**config.mk**
```make
export PLATFORM = sky130hd
export DESIGN_NAME = mc_control
export DESIGN_NICKNAME = d
export VERILOG_FILES = /design/src/rtl/mc_pkg.sv /design/src/rtl/alu_decoder.sv /design/src/rtl/mc_control.sv
export SDC_FILE = /design/constraint.sdc
export NUM_CORES = 1
export LEC_CHECK = 0
export CORE_UTILIZATION = 45
export DETAILED_ROUTE_END_ITERATION = 16
export GPL_TIMING_DRIVEN = 0
export HOLD_SLACK_MARGIN = 0.12
export PLACE_DENSITY = 0.83
export SLEW_MARGIN = 20
export SYNTH_ARGS = -nofsm -noshare
export SYNTH_HDL_FRONTEND = slang
export SYNTH_SLANG_ARGS = --single-unit
```
**constraint.sdc**
```tcl
create_clock -name i_clk -period 2.86 [get_ports i_clk]
set_input_delay 0.572 -clock i_clk [delete_from_list [all_inputs] [get_ports i_clk]]
set_output_delay 0.572 -clock i_clk [all_outputs]
set_load 0.005 [all_outputs]
```
**src/rtl/mc_pkg.sv**
```systemverilog
// Shared definitions for the multicycle MIPS control unit: FSM state
// encoding, instruction opcode/funct constants, ALU control codes and the
// datapath selector encodings.
package mc_pkg;

  typedef enum logic [3:0] {
    S_FETCH  = 4'd0,
    S_DECODE = 4'd1,
    S_MEMADR = 4'd2,
    S_MEMRD  = 4'd3,
    S_MEMWB  = 4'd4,
    S_MEMWR  = 4'd5,
    S_RTEXEC = 4'd6,
    S_RTWB   = 4'd7,
    S_BRANCH = 4'd8,
    S_ADDIEX = 4'd9,
    S_ADDIWB = 4'd10,
    S_JUMP   = 4'd11
  } state_t;

  // Opcodes (IR[31:26])
  localparam logic [5:0] OP_RTYPE = 6'b000000;
  localparam logic [5:0] OP_LW    = 6'b100011;
  localparam logic [5:0] OP_SW    = 6'b101011;
  localparam logic [5:0] OP_BEQ   = 6'b000100;
  localparam logic [5:0] OP_ADDI  = 6'b001000;
  localparam logic [5:0] OP_J     = 6'b000010;

  // R-type funct field (IR[5:0])
  localparam logic [5:0] FN_ADD = 6'b100000;
  localparam logic [5:0] FN_SUB = 6'b100010;
  localparam logic [5:0] FN_AND = 6'b100100;
  localparam logic [5:0] FN_OR  = 6'b100101;
  localparam logic [5:0] FN_NOR = 6'b100111;
  localparam logic [5:0] FN_SLT = 6'b101010;

  // ALU control codes
  localparam logic [3:0] ALU_ADD = 4'b0000;
  localparam logic [3:0] ALU_SUB = 4'b0010;
  localparam logic [3:0] ALU_AND = 4'b0100;
  localparam logic [3:0] ALU_OR  = 4'b0101;
  localparam logic [3:0] ALU_NOR = 4'b0110;
  localparam logic [3:0] ALU_SLT = 4'b1010;

  // ALU operand A select
  localparam logic       SRC_A_PC  = 1'b0;
  localparam logic       SRC_A_REG = 1'b1;

  // ALU operand B select
  localparam logic [1:0] SRC_B_REG     = 2'b00;
  localparam logic [1:0] SRC_B_FOUR    = 2'b01;
  localparam logic [1:0] SRC_B_IMM     = 2'b10;
  localparam logic [1:0] SRC_B_IMM_SH2 = 2'b11;

  // Next-PC select
  localparam logic [1:0] PC_SRC_ALU    = 2'b00;
  localparam logic [1:0] PC_SRC_ALUOUT = 2'b01;
  localparam logic [1:0] PC_SRC_JUMP   = 2'b10;

endpackage

```
**src/rtl/alu_decoder.sv**
```systemverilog
// Combinational R-type funct decoder.
// Ports: funct    - IR[5:0]
//        alu_code - ALU control code (ADD when funct is not recognised)
//        valid    - 1 when funct is a supported R-type operation
module alu_decoder
  import mc_pkg::*;
(
  input  logic [5:0] funct,
  output logic [3:0] alu_code,
  output logic       valid
);

  always_comb begin
    alu_code = ALU_ADD;
    valid    = 1'b1;
    case (funct)
      FN_ADD:  alu_code = ALU_ADD;
      FN_SUB:  alu_code = ALU_SUB;
      FN_AND:  alu_code = ALU_AND;
      FN_OR:   alu_code = ALU_OR;
      FN_NOR:  alu_code = ALU_NOR;
      FN_SLT:  alu_code = ALU_SLT;
      default: valid    = 1'b0;
    endcase
  end

endmodule

```
**src/rtl/mc_control.sv**
```systemverilog
// Multicycle MIPS control unit (Moore FSM, 12 states).
// Ports: i_clk/i_rst            - clock, asynchronous active-high reset
//        i_opcode/i_funct       - instruction fields, used from DECODE on
//        i_zf                   - ALU zero flag (BRANCH)
//        i_mem_ready            - memory access completes this cycle
//        o_alu_control          - ALU operation code
//        o_alu_src_a/b, o_pc_src- datapath selectors
//        o_pc_en .. o_reg_write - datapath strobes
//        o_illegal              - one-cycle pulse on unsupported opcode/funct
module mc_control
  import mc_pkg::*;
(
  input  logic       i_clk,
  input  logic       i_rst,
  input  logic [5:0] i_opcode,
  input  logic [5:0] i_funct,
  input  logic       i_zf,
  input  logic       i_mem_ready,
  output logic [3:0] o_alu_control,
  output logic       o_alu_src_a,
  output logic [1:0] o_alu_src_b,
  output logic [1:0] o_pc_src,
  output logic       o_pc_en,
  output logic       o_iord,
  output logic       o_mem_read,
  output logic       o_mem_write,
  output logic       o_ir_write,
  output logic       o_reg_dst,
  output logic       o_mem_to_reg,
  output logic       o_reg_write,
  output logic       o_illegal
);

  state_t     state, next_state;
  logic [3:0] dec_code;
  logic       dec_valid;
  logic [3:0] alu_hold;

  logic pc_en, mem_read, mem_write, ir_write, reg_write, illegal;

  alu_decoder u_alu_decoder (
    .funct    (i_funct),
    .alu_code (dec_code),
    .valid    (dec_valid)
  );

  always_ff @(posedge i_clk or posedge i_rst) begin
    if (i_rst) state <= S_FETCH;
    else       state <= next_state;
  end

  // RTWB replays the operation chosen in RTEXEC.
  always_ff @(posedge i_clk or posedge i_rst) begin
    if (i_rst)                  alu_hold <= ALU_ADD;
    else if (state == S_RTEXEC) alu_hold <= dec_code;
  end

  always_comb begin
    next_state    = state;
    o_alu_control = ALU_ADD;
    o_alu_src_a   = SRC_A_PC;
    o_alu_src_b   = SRC_B_REG;
    o_pc_src      = PC_SRC_ALU;
    o_iord        = 1'b0;
    o_reg_dst     = 1'b0;
    o_mem_to_reg  = 1'b0;
    pc_en         = 1'b0;
    mem_read      = 1'b0;
    mem_write     = 1'b0;
    ir_write      = 1'b0;
    reg_write     = 1'b0;
    illegal       = 1'b0;

    case (state)
      S_FETCH: begin
        mem_read    = 1'b1;
        o_alu_src_b = SRC_B_FOUR;
        if (i_mem_ready) begin
          ir_write   = 1'b1;
          pc_en      = 1'b1;
          next_state = S_DECODE;
        end
      end
      S_DECODE: begin
        o_alu_src_b = SRC_B_IMM_SH2;
        case (i_opcode)
          OP_LW, OP_SW: next_state = S_MEMADR;
          OP_RTYPE:     next_state = S_RTEXEC;
          OP_BEQ:       next_state = S_BRANCH;
          OP_ADDI:      next_state = S_ADDIEX;
          OP_J:         next_state = S_JUMP;
          default: begin
            illegal    = 1'b1;
            next_state = S_FETCH;
          end
        endcase
      end
      S_MEMADR: begin
        o_alu_src_a = SRC_A_REG;
        o_alu_src_b = SRC_B_IMM;
        next_state  = (i_opcode == OP_LW) ? S_MEMRD : S_MEMWR;
      end
      S_MEMRD: begin
        o_iord   = 1'b1;
        mem_read = 1'b1;
        if (i_mem_ready) next_state = S_MEMWB;
      end
      S_MEMWB: begin
        reg_write    = 1'b1;
        o_mem_to_reg = 1'b1;
        next_state   = S_FETCH;
      end
      S_MEMWR: begin
        o_iord    = 1'b1;
        mem_write = 1'b1;
        if (i_mem_ready) next_state = S_FETCH;
      end
      S_RTEXEC: begin
        o_alu_src_a   = SRC_A_REG;
        o_alu_control = dec_code;
        if (dec_valid) begin
          next_state = S_RTWB;
        end else begin
          illegal    = 1'b1;
          next_state = S_FETCH;
        end
      end
      S_RTWB: begin
        o_alu_control = alu_hold;
        reg_write     = 1'b1;
        o_reg_dst     = 1'b1;
        next_state    = S_FETCH;
      end
      S_BRANCH: begin
        o_alu_src_a   = SRC_A_REG;
        o_alu_control = ALU_SUB;
        o_pc_src      = PC_SRC_ALUOUT;
        pc_en         = i_zf;
        next_state    = S_FETCH;
      end
      S_ADDIEX: begin
        o_alu_src_a = SRC_A_REG;
        o_alu_src_b = SRC_B_IMM;
        next_state  = S_ADDIWB;
      end
      S_ADDIWB: begin
        reg_write  = 1'b1;
        next_state = S_FETCH;
      end
      S_JUMP: begin
        o_pc_src   = PC_SRC_JUMP;
        pc_en      = 1'b1;
        next_state = S_FETCH;
      end
      default: next_state = S_FETCH;
    endcase
  end

  // State is already FETCH while reset is held, so selectors show FETCH
  // values; only the side-effecting strobes need masking.
  assign o_pc_en     = pc_en     & ~i_rst;
  assign o_mem_read  = mem_read  & ~i_rst;
  assign o_mem_write = mem_write & ~i_rst;
  assign o_ir_write  = ir_write  & ~i_rst;
  assign o_reg_write = reg_write & ~i_rst;
  assign o_illegal   = illegal   & ~i_rst;

endmodule

```
==> results <==
[logic make-up after synthesis]
family                    Yosys count  synth area share (%)
muxes                               3                  3.79
DFF                                 8                  24.3
xor gates and xnor gates            2                  2.12
buffers and inverters              10                  5.61
AOI/OAI and AO/OA                  28                  22.5
and+or+nand+nor                    65                  41.7
[synthesized netlist by cell type, types with 2 or more instances]
master / number / area, um2
nor2_1: 11 / 41.3
nor3_1: 9 / 45.0
mux2i_1: 2 / 20.0
a31oi_1: 3 / 18.8
nand3_1: 6 / 30.0
or3b_1: 2 / 17.5
dfrtp_1: 8 / 200
a22o_1: 2 / 17.5
o21ai_0: 5 / 25.0
o21a_1: 2 / 15.0
o22ai_1: 2 / 12.5
inv_1: 4 / 15.0
nor4_1: 3 / 18.8
buf_2: 4 / 20.0
nand2b_1: 9 / 56.3
a21oi_1: 6 / 30.0
o211ai_1: 2 / 15.0
nand2_1: 15 / 56.3
[worst max path at each step]
| stage | from | to | slack [ns] | cells past startpoint |
|---|---|---|---|---|
| floorplan | i_opcode[0] | o_illegal | 0.82 | 4 |
| global placement | i_opcode[1] | o_illegal | -0.12 | 6 |
| detailed placement | i_opcode[1] | o_illegal | -0.15 | 6 |
| CTS | i_opcode[2] | o_illegal | 0.02 | 6 |
| global route | i_opcode[1] | o_illegal | -0.02 | 6 |
| finish | i_funct[5] | o_illegal | 0.03 | 6 |
[registers in the layout, indices dropped and copies added (netlist names)]
register and cells:
alu_hold 4, state 4
[final cells by class]
class | count | share of cell area (%)
Sequential cell | 8 | 16.1
Clock buffer | 3 | 1.81
Timing Repair Buffer | 34 | 27.5
Buffer | 6 | 2.51
Tap cell | 25 | 2.51
Multi-Input combinational cell | 98 | 48.3
Inverter | 4 | 1.21
[critical path, stage by stage]
cell and delay [ns]:
clkdlybuf4s50_1 0.49, or3b_1 0.38, o22ai_2 0.15, nor2_1 0.07
o21a_1 0.17, clkdlybuf4s50_1 0.44
[what timing repair did]
item,4_1_cts,5_1_grt
pin swaps,1,1
setup buffers,1,0
resized for setup,4,9
setup endpoints to repair,1,4
[through the flow]
stage | worst slack [ns] | instances | hold slack [ns] | util, % | TNS (ns)
6_report | 0.0282 | 178 | 0.478 | 72.1 | 0
5_1_grt | -0.0210 | 178 | 0.500 | 72.1 | -0.0210
4_1_cts | 0.0243 | 178 | 0.480 | 70.1 | 0
3_5_place_dp | -0.147 | 174 | 0.469 | 68.7 | -0.147
3_3_place_gp | -0.124 | 174 | 0.460 | 68.7 | -0.124
2_1_floorplan | 0.824 | 116 | 0.396 | - | 0
[power breakdown]
part | internal, mW | switching [mW]
combinational | 0.0993 | 0.0945
sequential | 0.125 | 0.0109
clock | 0.0482 | 0.0415
[routing by layer]
metal  global-route usage [%]  up-vias
met4                     6.67        0
met2                     40.0       34
met1                     35.2      468
met3                     7.20        2
li1                         -      497
met5                        0        -
==> results.md <==
- Routed vias/inst: 5.62
- Die area: 0.00201 mm2
- Antenna violations before repair: 0
- Worst setup EP type: primary output
- Dpl cell area: 0.00119 mm2
- GR Overflow Total: 0
- Clk_lat worst skew: 0.26 ns
- Register area: 200 um2
- Final Cell Area: 0.00124 mm2
- Num rows: 15
- CTS tree: yes
- Area of the multi-input gates: 602 um2
- Most common cell after layout, fill and taps aside: clkdlybuf4s50_1
- Peak VDD IR: 0.240 mV
- Max Freq: 0.353 GHz
- Mean post-synth cell area: 7.11 um2
- Number of global-route vias before repair: 877
- WL/cell: 13.6 um
- Largest net degree at the start of global routing: 11
- IO Pins: 34
- Gr usage total: 25.8%
- Chip Width: 44.8 um
- Remaining DRCs: 0
- Sequential cell area fraction in the yosys report: 24.3%
- Hold path depth: 2
- Most frequent cells in the layout: clkdlybuf4s50_1 (25), nand2_1 (15), nor2_1 (11)
- Mapped Nets: 132
- Synth-to-layout area growth: 51.0%
- FFs w/ async S/R, synth: 100%
- R2R Path Start: state[3]
- Tcrit/Tclk final: 99.0%
- Wire length on met1: 1.14 mm
- # fillers: 164
- Clk pin slew, worst setup/hold paths: 0.05 ns
- Setup violators final: 0
- R2r worst-path depth: 5
- Skew final: 0.00475 ns
- RR Endpoint: state[0]
- DR top layer: met4
- Routed wire length: 2.42 mm
- Min-delay src: alu_hold[1]
- Routed via count: 1,001
- Fin. Hold Viols: 0
- Syn Inst Count: 116
- Global-route wire length before repair: 3.81 mm
- Met2 WL post-DR: 1.14 mm
- Endpoint of the worst hold path: alu_hold[1]
- Max-cap violations: 0
- Setup slack, reg-to-reg: 1.43 ns
- Routability Congestion: 0.901
- Synthesized area: 825 um2
- Ant diodes: 0
- Top FF cell, synth: dfrtp_1
- PwrDens: 337 mW/mm2
- Drt pass-1 iters: 4
- Post-synthesis cell type count: 39
- Critical Path AT: 2.26 ns
- Total CTS buffers: 3
- Antenna viol nets, final: 0
- Crit-path max FO: 2
- Worst Setup Start Kind: input pin
- Worst Tran Pin Value: 0.483 ns
- Final Total Pwr: 0.420 mW
- Clock Tree Buf Depth: 2
- Max-slew violations: 0
- Clk root buf: clkbuf_4
- DR iter-0 viols: 33
- Relative slew slack: 67.7%
- Detailed Place HPWL: 1.78 mm
- Synth warn: 0
- Met3 routed WL: 131 um
- Clock sink count: 8
- Status: complete, no violations
- Starting Density: 47.8%
- H-tree depth: 1
- WS Path Type: in -> out
- Required @ worst endpoint: 2.29 ns
- EDFF count, synth: 0
- I/O Buffers: 33
- CTS hold repair buffers: 0
- HP Class: reg -> reg
- Nets: 171
- Core Box Area: 0.00173 mm2
- Final Critical Period: 2.83 ns
- Share of layout cells above drive strength 1: 10.5%
- Seq cells post-synth: 8
- Die H: 44.8 um
- Pleak: 0.513 nW
(Power assumes the default switching activity.)
